## src/rtl/seq_shift_right_pkg.sv

```systemverilog
// Shared types and helpers for the multi-cycle right shifter.
package seq_shift_pkg;

  // Default operand/result width of the shifter.
  localparam int DEFAULT_WIDTH = 32;

  // Sequencer states: accept a request, walk the shift stages, present the result.
  typedef enum logic [1:0] {
    IDLE  = 2'd0,
    SHIFT = 2'd1,
    DONE  = 2'd2
  } state_t;

  // Number of log-step stages needed to cover every shift amount below width.
  function automatic int calc_log2w(input int width);
    int n;
    n = 0;
    while ((1 << n) < width) n++;
    return n;
  endfunction

endpackage

```

## src/rtl/seq_shift_right_stage.sv

```systemverilog
// One combinational log-step stage: shifts right by 2^k when enabled,
// filling the vacated MSBs with the supplied fill bit.
module shift_right_stage #(
  parameter int WIDTH = 32,
  parameter int LOG2W = 5
) (
  input  logic [WIDTH-1:0] data,
  input  logic [LOG2W-1:0] k,
  input  logic             en,
  input  logic             fill,
  output logic [WIDTH-1:0] result
);

  logic [LOG2W-1:0] shamt;
  logic [WIDTH-1:0] shifted;
  logic [WIDTH-1:0] fill_mask;

  // Shift by the stage weight and merge fill bits into the vacated positions.
  always_comb begin
    // NOTE: every combinational output gets a default before any branch, so
    // no path leaves it unassigned and no latch is inferred.
    result    = data;
    shamt     = LOG2W'(1) << k;
    shifted   = data >> shamt;
    fill_mask = ~({WIDTH{1'b1}} >> shamt);
    if (en) begin
      result = shifted | ({WIDTH{fill}} & fill_mask);
    end
  end

endmodule

```

## src/rtl/seq_shift_right.sv

```systemverilog
// Multi-cycle logical/arithmetic right shifter. One shift-amount bit is
// consumed per clock through a single shared stage, so latency does not
// depend on the operand or the shift amount.
module seq_shift_right
  import seq_shift_pkg::*;
#(
  parameter  int WIDTH = DEFAULT_WIDTH,
  localparam int LOG2W = calc_log2w(WIDTH)
) (
  input  logic             clk,
  input  logic             rst_n,
  input  logic             start,
  input  logic             arith,
  input  logic [WIDTH-1:0] A,
  input  logic [31:0]      B,
  output logic             ready,
  output logic             done,
  output logic [WIDTH-1:0] out
);

  // Counter value at which all stages have been applied.
  localparam logic [LOG2W:0] LAST_K = (LOG2W+1)'(LOG2W);

  state_t           state;
  logic [WIDTH-1:0] work;
  logic [LOG2W-1:0] amt;
  logic [LOG2W:0]   k;
  logic             sign;
  logic             ovf;
  logic [WIDTH-1:0] out_q;

  logic [WIDTH-1:0] stage_out;
  logic             stage_en;
  logic             ovf_in;

  // Any set bit above the in-range field means the whole operand shifts out.
  assign ovf_in = |B[31:LOG2W];

  // An overflowing request still walks every stage, but never shifts.
  assign stage_en = ~ovf & amt[k[LOG2W-1:0]];

  shift_right_stage #(
    .WIDTH (WIDTH),
    .LOG2W (LOG2W)
  ) u_stage (
    .data   (work),
    .k      (k[LOG2W-1:0]),
    .en     (stage_en),
    .fill   (sign),
    .result (stage_out)
  );

  // Sequencer and datapath registers; reset aborts any operation in flight.
  always_ff @(posedge clk or negedge rst_n) begin
    // NOTE: state registers use non-blocking assignments so every register
    // samples the pre-edge values, independent of statement order.
    if (!rst_n) begin
      state <= IDLE;
      work  <= '0;
      amt   <= '0;
      k     <= '0;
      sign  <= 1'b0;
      ovf   <= 1'b0;
      out_q <= '0;
    end else begin
      case (state)
        IDLE: begin
          if (start) begin
            work  <= A;
            amt   <= B[LOG2W-1:0];
            sign  <= arith & A[WIDTH-1];
            ovf   <= ovf_in;
            k     <= '0;
            state <= SHIFT;
          end
        end
        SHIFT: begin
          if (k == LAST_K) begin
            out_q <= ovf ? {WIDTH{sign}} : work;
            state <= DONE;
          end else begin
            work <= stage_out;
            k    <= k + 1'b1;
          end
        end
        DONE: begin
          state <= IDLE;
        end
        default: begin
          state <= IDLE;
        end
      endcase
    end
  end

  assign ready = (state == IDLE);
  assign done  = (state == DONE);
  assign out   = out_q;

endmodule

```

## config.mk

```make
export PLATFORM = sky130hd
export DESIGN_NAME = seq_shift_right
export DESIGN_NICKNAME = d
export VERILOG_FILES = /design/src/rtl/seq_shift_right_pkg.sv /design/src/rtl/seq_shift_right_stage.sv /design/src/rtl/seq_shift_right.sv
export SDC_FILE = /design/constraint.sdc
export NUM_CORES = 1
export LEC_CHECK = 0
export CORE_MARGIN = 2
export CORE_UTILIZATION = 54
export CTS_CLUSTER_SIZE = 24
export DETAILED_ROUTE_END_ITERATION = 8
export GPL_TIMING_DRIVEN = 0
export PLACE_DENSITY_LB_ADDON = 0.2
export SYNTH_ARGS = -nofsm -noshare
export SYNTH_HDL_FRONTEND = slang
export SYNTH_HIERARCHICAL = 1
export SYNTH_SLANG_ARGS = --single-unit
```

## constraint.sdc

```tcl
create_clock -name clk -period 3.36 [get_ports clk]
set_input_delay 0.672 -clock clk [delete_from_list [all_inputs] [get_ports clk]]
set_output_delay 0.672 -clock clk [all_outputs]
set_load 0.02 [all_outputs]
```

==> results of run 1 <==
[critical path: cells and delay by family, from the launching register on]
family,cells,cell delay [ps]
buffers and inverters,4,1270
AO/OA/AOI/OAI,5,1260
flip-flops,1,560
AND/OR/NAND/NOR,1,80
[metal layers]
metal	share of wire	global-route usage	up-vias
met5	0	0	-
met4	0.041	0.1786	0
met3	0.087	0.05457	59
met2	0.48	0.5916	310
met1	0.40	0.4696	2683
li1	-	-	2458
[synthesized netlist by cell type (4+ instances only)]
master / number / area, µm²
sky130_fd_sc_hd__nand2b_1: 10 / 62.56
sky130_fd_sc_hd__a221oi_1: 7 / 61.31
sky130_fd_sc_hd__mux2i_1: 25 / 250.2
sky130_fd_sc_hd__nand3b_1: 4 / 30.03
sky130_fd_sc_hd__o22ai_1: 10 / 62.56
sky130_fd_sc_hd__buf_4: 10 / 75.07
sky130_fd_sc_hd__o21ai_0: 50 / 250.2
sky130_fd_sc_hd__o221a_2: 32 / 360.4
sky130_fd_sc_hd__dfrtp_1: 79 / 1977
sky130_fd_sc_hd__buf_6: 6 / 67.56
sky130_fd_sc_hd__nand3_1: 6 / 30.03
sky130_fd_sc_hd__a21oi_1: 31 / 155.2
sky130_fd_sc_hd__nor2_1: 37 / 138.9
sky130_fd_sc_hd__mux4_2: 5 / 112.6
sky130_fd_sc_hd__nor2b_1: 6 / 37.54
sky130_fd_sc_hd__o2bb2ai_1: 5 / 43.79
sky130_fd_sc_hd__a31oi_1: 12 / 75.07
sky130_fd_sc_hd__nor4_1: 7 / 43.79
sky130_fd_sc_hd__clkbuf_1: 20 / 75.07
sky130_fd_sc_hd__nand2_1: 40 / 150.1
sky130_fd_sc_hd__buf_2: 18 / 90.09
sky130_fd_sc_hd__nor3_1: 6 / 30.03
sky130_fd_sc_hd__inv_1: 36 / 135.1
sky130_fd_sc_hd__mux2_2: 42 / 473.0
sky130_fd_sc_hd__or2_0: 28 / 175.2
[final cells by class]
type                            count  area (µm²)  share of cell area
Multi-Input combinational cell    436        3216              0.4588
Clock inverter                      3       20.02            0.002856
Tap cell                          136       170.2             0.02428
Clock buffer                       11       151.4             0.02160
Sequential cell                    79        1977              0.2820
Inverter                           37       138.9             0.01981
Timing Repair Buffer              102        1028              0.1467
Buffer                             54       307.8             0.04391
[through the flow]
stage	hold WS, ps	total power [W]	util	TNS [ps]	cell area, µm²
4_1_cts	260.4	0.006644	0.6851	0	7009
6_report	248.0	0.006749	0.6851	0	7009
3_5_place_dp	486.7	0.005976	0.6683	0	6838
5_1_grt	286.9	0.007104	0.6851	0	7009
3_3_place_gp	472.6	0.005830	0.6666	-73210	6820
2_1_floorplan	376.4	0.004562	-	0	5639
[where the power goes]
| part | internal [W] | total, W | switching [W] |
|---|---|---|---|
| Sequential | 0.00136 | 0.00205 | 0.000692 |
| Clock | 0.000299 | 0.000666 | 0.000367 |
| Combinational | 0.00190 | 0.00403 | 0.00213 |
| Total | 0.00356 | 0.00675 | 0.00319 |
[worst max-delay path by stage]
stage	start	to	slack (ps)	cells past startpoint
2_1_floorplan	k[2]	work[31]	970	9
3_3_place_gp	rst_n	work[31]	-930	1
3_5_place_dp	k[2]	work[10]	270	10
4_1_cts	k[2]	work[10]	260	10
5_1_grt	k[2]	work[10]	40	10
6_report	k[2]	work[7]	70	10
[cells by family after synthesis]
logic type,count (synthesis),share of synthesized area
adder cells (fa/ha/maj),2,0.004437
flip-flops,79,0.3506
XOR/XNOR,1,0.001553
AO/OA/AOI/OAI,187,0.2394
buffers and inverters,91,0.07921
multiplexers,74,0.1522
AND/OR/NAND/NOR,172,0.1726
[registers in the layout, indices dropped and copies added, names as in the netlist]
register and flops:
sign 1, ovf 1, work 32, state 2, k 6, out 32, amt 5
==> metrics.txt, run 1 <==
# TYPE chip_impl_metric gauge
chip_impl_info{name="outcome",value="completed"} 1
chip_impl_metric{name="place_hpwl",unit="mm"} 14.49
chip_impl_metric{name="achievable-frequency",unit="MHz"} 304.1
chip_impl_metric{name="cts_hold_buf",unit=""} 0
chip_impl_metric{name="design.final.nets",unit=""} 789
chip_impl_metric{name="area.growth.synth_to_final",unit="%"} 24.30
chip_impl_metric{name="crit_fanout",unit=""} 10
chip_impl_metric{name="floorplan.die.width",unit="µm"} 106.2
chip_impl_metric{name="worst_path_largest_cell_delay",unit="ps"} 560
chip_impl_metric{name="num_vias",unit=""} 5510
chip_impl_metric{name="pre_cts_ws",unit="ps"} 272.5
chip_impl_metric{name="synthesized_netlist_net_count",unit=""} 676
chip_impl_info{name="commonest_cells_after_routing_fill_and_taps_aside",value="sky130_fd_sc_hd__clkdlybuf4s50_1 (100), sky130_fd_sc_hd__dfrtp_1 (79), sky130_fd_sc_hd__o21ai_0 (50)"} 1
chip_impl_metric{name="cts_buffers",unit=""} 9
chip_impl_metric{name="yosysSeqAreaShare",unit=""} 0.3506
chip_impl_metric{name="max_capacitance_violation_count",unit=""} 0
chip_impl_metric{name="filler_free_cell_count_of_the_finished_design",unit=""} 858
chip_impl_metric{name="clock_latency",unit="ps"} 370
chip_impl_metric{name="cts_resized",unit=""} 0
chip_impl_metric{name="starting_density",unit=""} 0.5512
chip_impl_metric{name="syn_area_per_cell",unit="µm²"} 9.306
chip_impl_metric{name="timing.max_slew.rel_slack",unit=""} 0.3810
chip_impl_info{name="critPathLaunchType",value="flip-flop"} 1
chip_impl_metric{name="routabilityCongestion",unit=""} 0.9879
chip_impl_metric{name="global_route_wire_length_before_repair",unit="mm"} 31.03
chip_impl_metric{name="antenna_nets_post_route",unit=""} 0
chip_impl_metric{name="fp_rows",unit=""} 37
chip_impl_metric{name="dp.cells",unit=""} 844
chip_impl_metric{name="synth-seq-cells",unit=""} 79
chip_impl_info{name="critical_path.endpoint_type",value="flip-flop"} 1
chip_impl_metric{name="die_height",unit="µm"} 106.2
chip_impl_metric{name="fp.dieArea",unit="µm²"} 11280
chip_impl_metric{name="post_drt_wl_per_cell",unit="µm"} 23.03
chip_impl_metric{name="core",unit="µm²"} 10230
chip_impl_info{name="dominantRegCellSynth",value="sky130_fd_sc_hd__dfrtp_1"} 1
chip_impl_info{name="rsz0062_at_grt",value="false"} 1
chip_impl_metric{name="drt-total-wl",unit="mm"} 19.76
chip_impl_info{name="crit-reg2reg-capture",value="work[7]"} 1
chip_impl_info{name="tritoncts_clock_tree",value="done"} 1
chip_impl_metric{name="cellLeakagePower",unit="nW"} 2.931
chip_impl_metric{name="synth.lib_cells_used.distinct",unit=""} 73
chip_impl_metric{name="worst_clock_skew",unit="ps"} 11.21
chip_impl_info{name="timing_worst_setup_path_type",value="reg -> reg"} 1
chip_impl_info{name="worstReg2RegStart",value="k[2]"} 1
chip_impl_metric{name="setup.reg_to_reg.worst_slack",unit="ps"} 70
chip_impl_metric{name="grt_max_degree",unit=""} 46
chip_impl_metric{name="synth-edff-count",unit=""} 0
chip_impl_metric{name="gr-total-overflow",unit=""} 0
chip_impl_metric{name="io_pins",unit=""} 102
chip_impl_metric{name="diodes",unit=""} 0
chip_impl_metric{name="layout_worst_path_cycle_share",unit=""} 0.9788
chip_impl_info{name="critical-path-top-cell-by-count",value="sky130_fd_sc_hd__clkbuf_1"} 1
chip_impl_metric{name="finalHoldViolations",unit=""} 0
chip_impl_metric{name="cellPowerDensity",unit="nW/µm²"} 962.9
chip_impl_metric{name="cts.path.max_buffers",unit=""} 2
chip_impl_metric{name="dr.first_iter.drc_count",unit=""} 490
chip_impl_metric{name="initial_antenna_violation_count",unit=""} 0
chip_impl_metric{name="worst-slew-pin-transition",unit="ps"} 923.4
chip_impl_metric{name="timing.final.crit_period",unit="ps"} 3289
chip_impl_metric{name="netlist_instances",unit=""} 606
chip_impl_metric{name="cts_setup_buffers",unit=""} 0
chip_impl_metric{name="post_route_cells_drive_above_1_share",unit=""} 0.1994
chip_impl_metric{name="synth_async_sr_flop_share",unit=""} 1.000
chip_impl_metric{name="arrival",unit="ps"} 3550
chip_impl_metric{name="drt-pass1-iter-count",unit=""} 6
chip_impl_metric{name="fill_cells",unit=""} 795
chip_impl_metric{name="final-max-slew-violation-count",unit=""} 0
chip_impl_info{name="layout_commonest_cell",value="sky130_fd_sc_hd__clkdlybuf4s50_1"} 1
chip_impl_metric{name="placement.io_buffers",unit=""} 101
chip_impl_metric{name="clk_pin_slew",unit="ps"} 90
chip_impl_info{name="cts.root.buffer_cell",value="sky130_fd_sc_hd__clkbuf_8"} 1
chip_impl_metric{name="clock_sinks",unit=""} 79
chip_impl_metric{name="count_of_endpoints_failing_setup_in_the_final_report",unit=""} 0
chip_impl_info{name="timing.critical_path.cells",value="buf_2 -> nor2_1 -> a21oi_1 -> o21a_1 -> clkbuf_1 -> clkinv_1 -> clkbuf_1 -> a221oi_1 -> o22ai_1 -> o221a_2"} 1
chip_impl_metric{name="viasPerCell",unit=""} 6.422
chip_impl_metric{name="reg2reg_depth",unit=""} 10
chip_impl_metric{name="timing.final.ws_setup",unit="ps"} 71.27
chip_impl_metric{name="grt.total_usage",unit=""} 0.3622
chip_impl_metric{name="drcViolationCount",unit=""} 0
chip_impl_metric{name="cts_htree_levels",unit=""} 3
chip_impl_metric{name="first_global_vias",unit=""} 5604
chip_impl_info{name="min-delay-path-class",value="in -> async"} 1
chip_impl_info{name="timing.critical_path.slowest_stage_cell",value="sky130_fd_sc_hd__dfrtp_1"} 1
chip_impl_metric{name="synth_warnings",unit=""} 6
chip_impl_metric{name="worst_ir_drop_vdd",unit="mV"} 0.5745
chip_impl_metric{name="worst_ep_required_time",unit="ps"} 3620
chip_impl_metric{name="mappedNetlistArea",unit="µm²"} 5639
(Power assumes the default switching activity.)
==> inputs of run 2 (changes only) <==
--- a/config.mk
+++ b/config.mk
@@ -11,7 +11,9 @@
 export DETAILED_ROUTE_END_ITERATION = 8
 export GPL_TIMING_DRIVEN = 0
 export PLACE_DENSITY_LB_ADDON = 0.2
+export SLEW_MARGIN = 20
 export SYNTH_ARGS = -nofsm -noshare
 export SYNTH_HDL_FRONTEND = slang
 export SYNTH_HIERARCHICAL = 1
 export SYNTH_SLANG_ARGS = --single-unit
+export TNS_END_PERCENT = 5
==> results of run 2 <==
The final DEF is identical to that of run 1; final timing and power are the same.
==> inputs of run 3 (changes only) <==
--- a/config.mk
+++ b/config.mk
@@ -5,8 +5,10 @@
 export SDC_FILE = /design/constraint.sdc
 export NUM_CORES = 1
 export LEC_CHECK = 0
+export CAP_MARGIN = 0
 export CORE_MARGIN = 2
 export CORE_UTILIZATION = 54
+export CTS_CLUSTER_DIAMETER = 40
 export CTS_CLUSTER_SIZE = 24
 export DETAILED_ROUTE_END_ITERATION = 8
 export GPL_TIMING_DRIVEN = 0
==> results of run 3 <==
The final DEF is identical to that of run 1; final timing and power are the same.
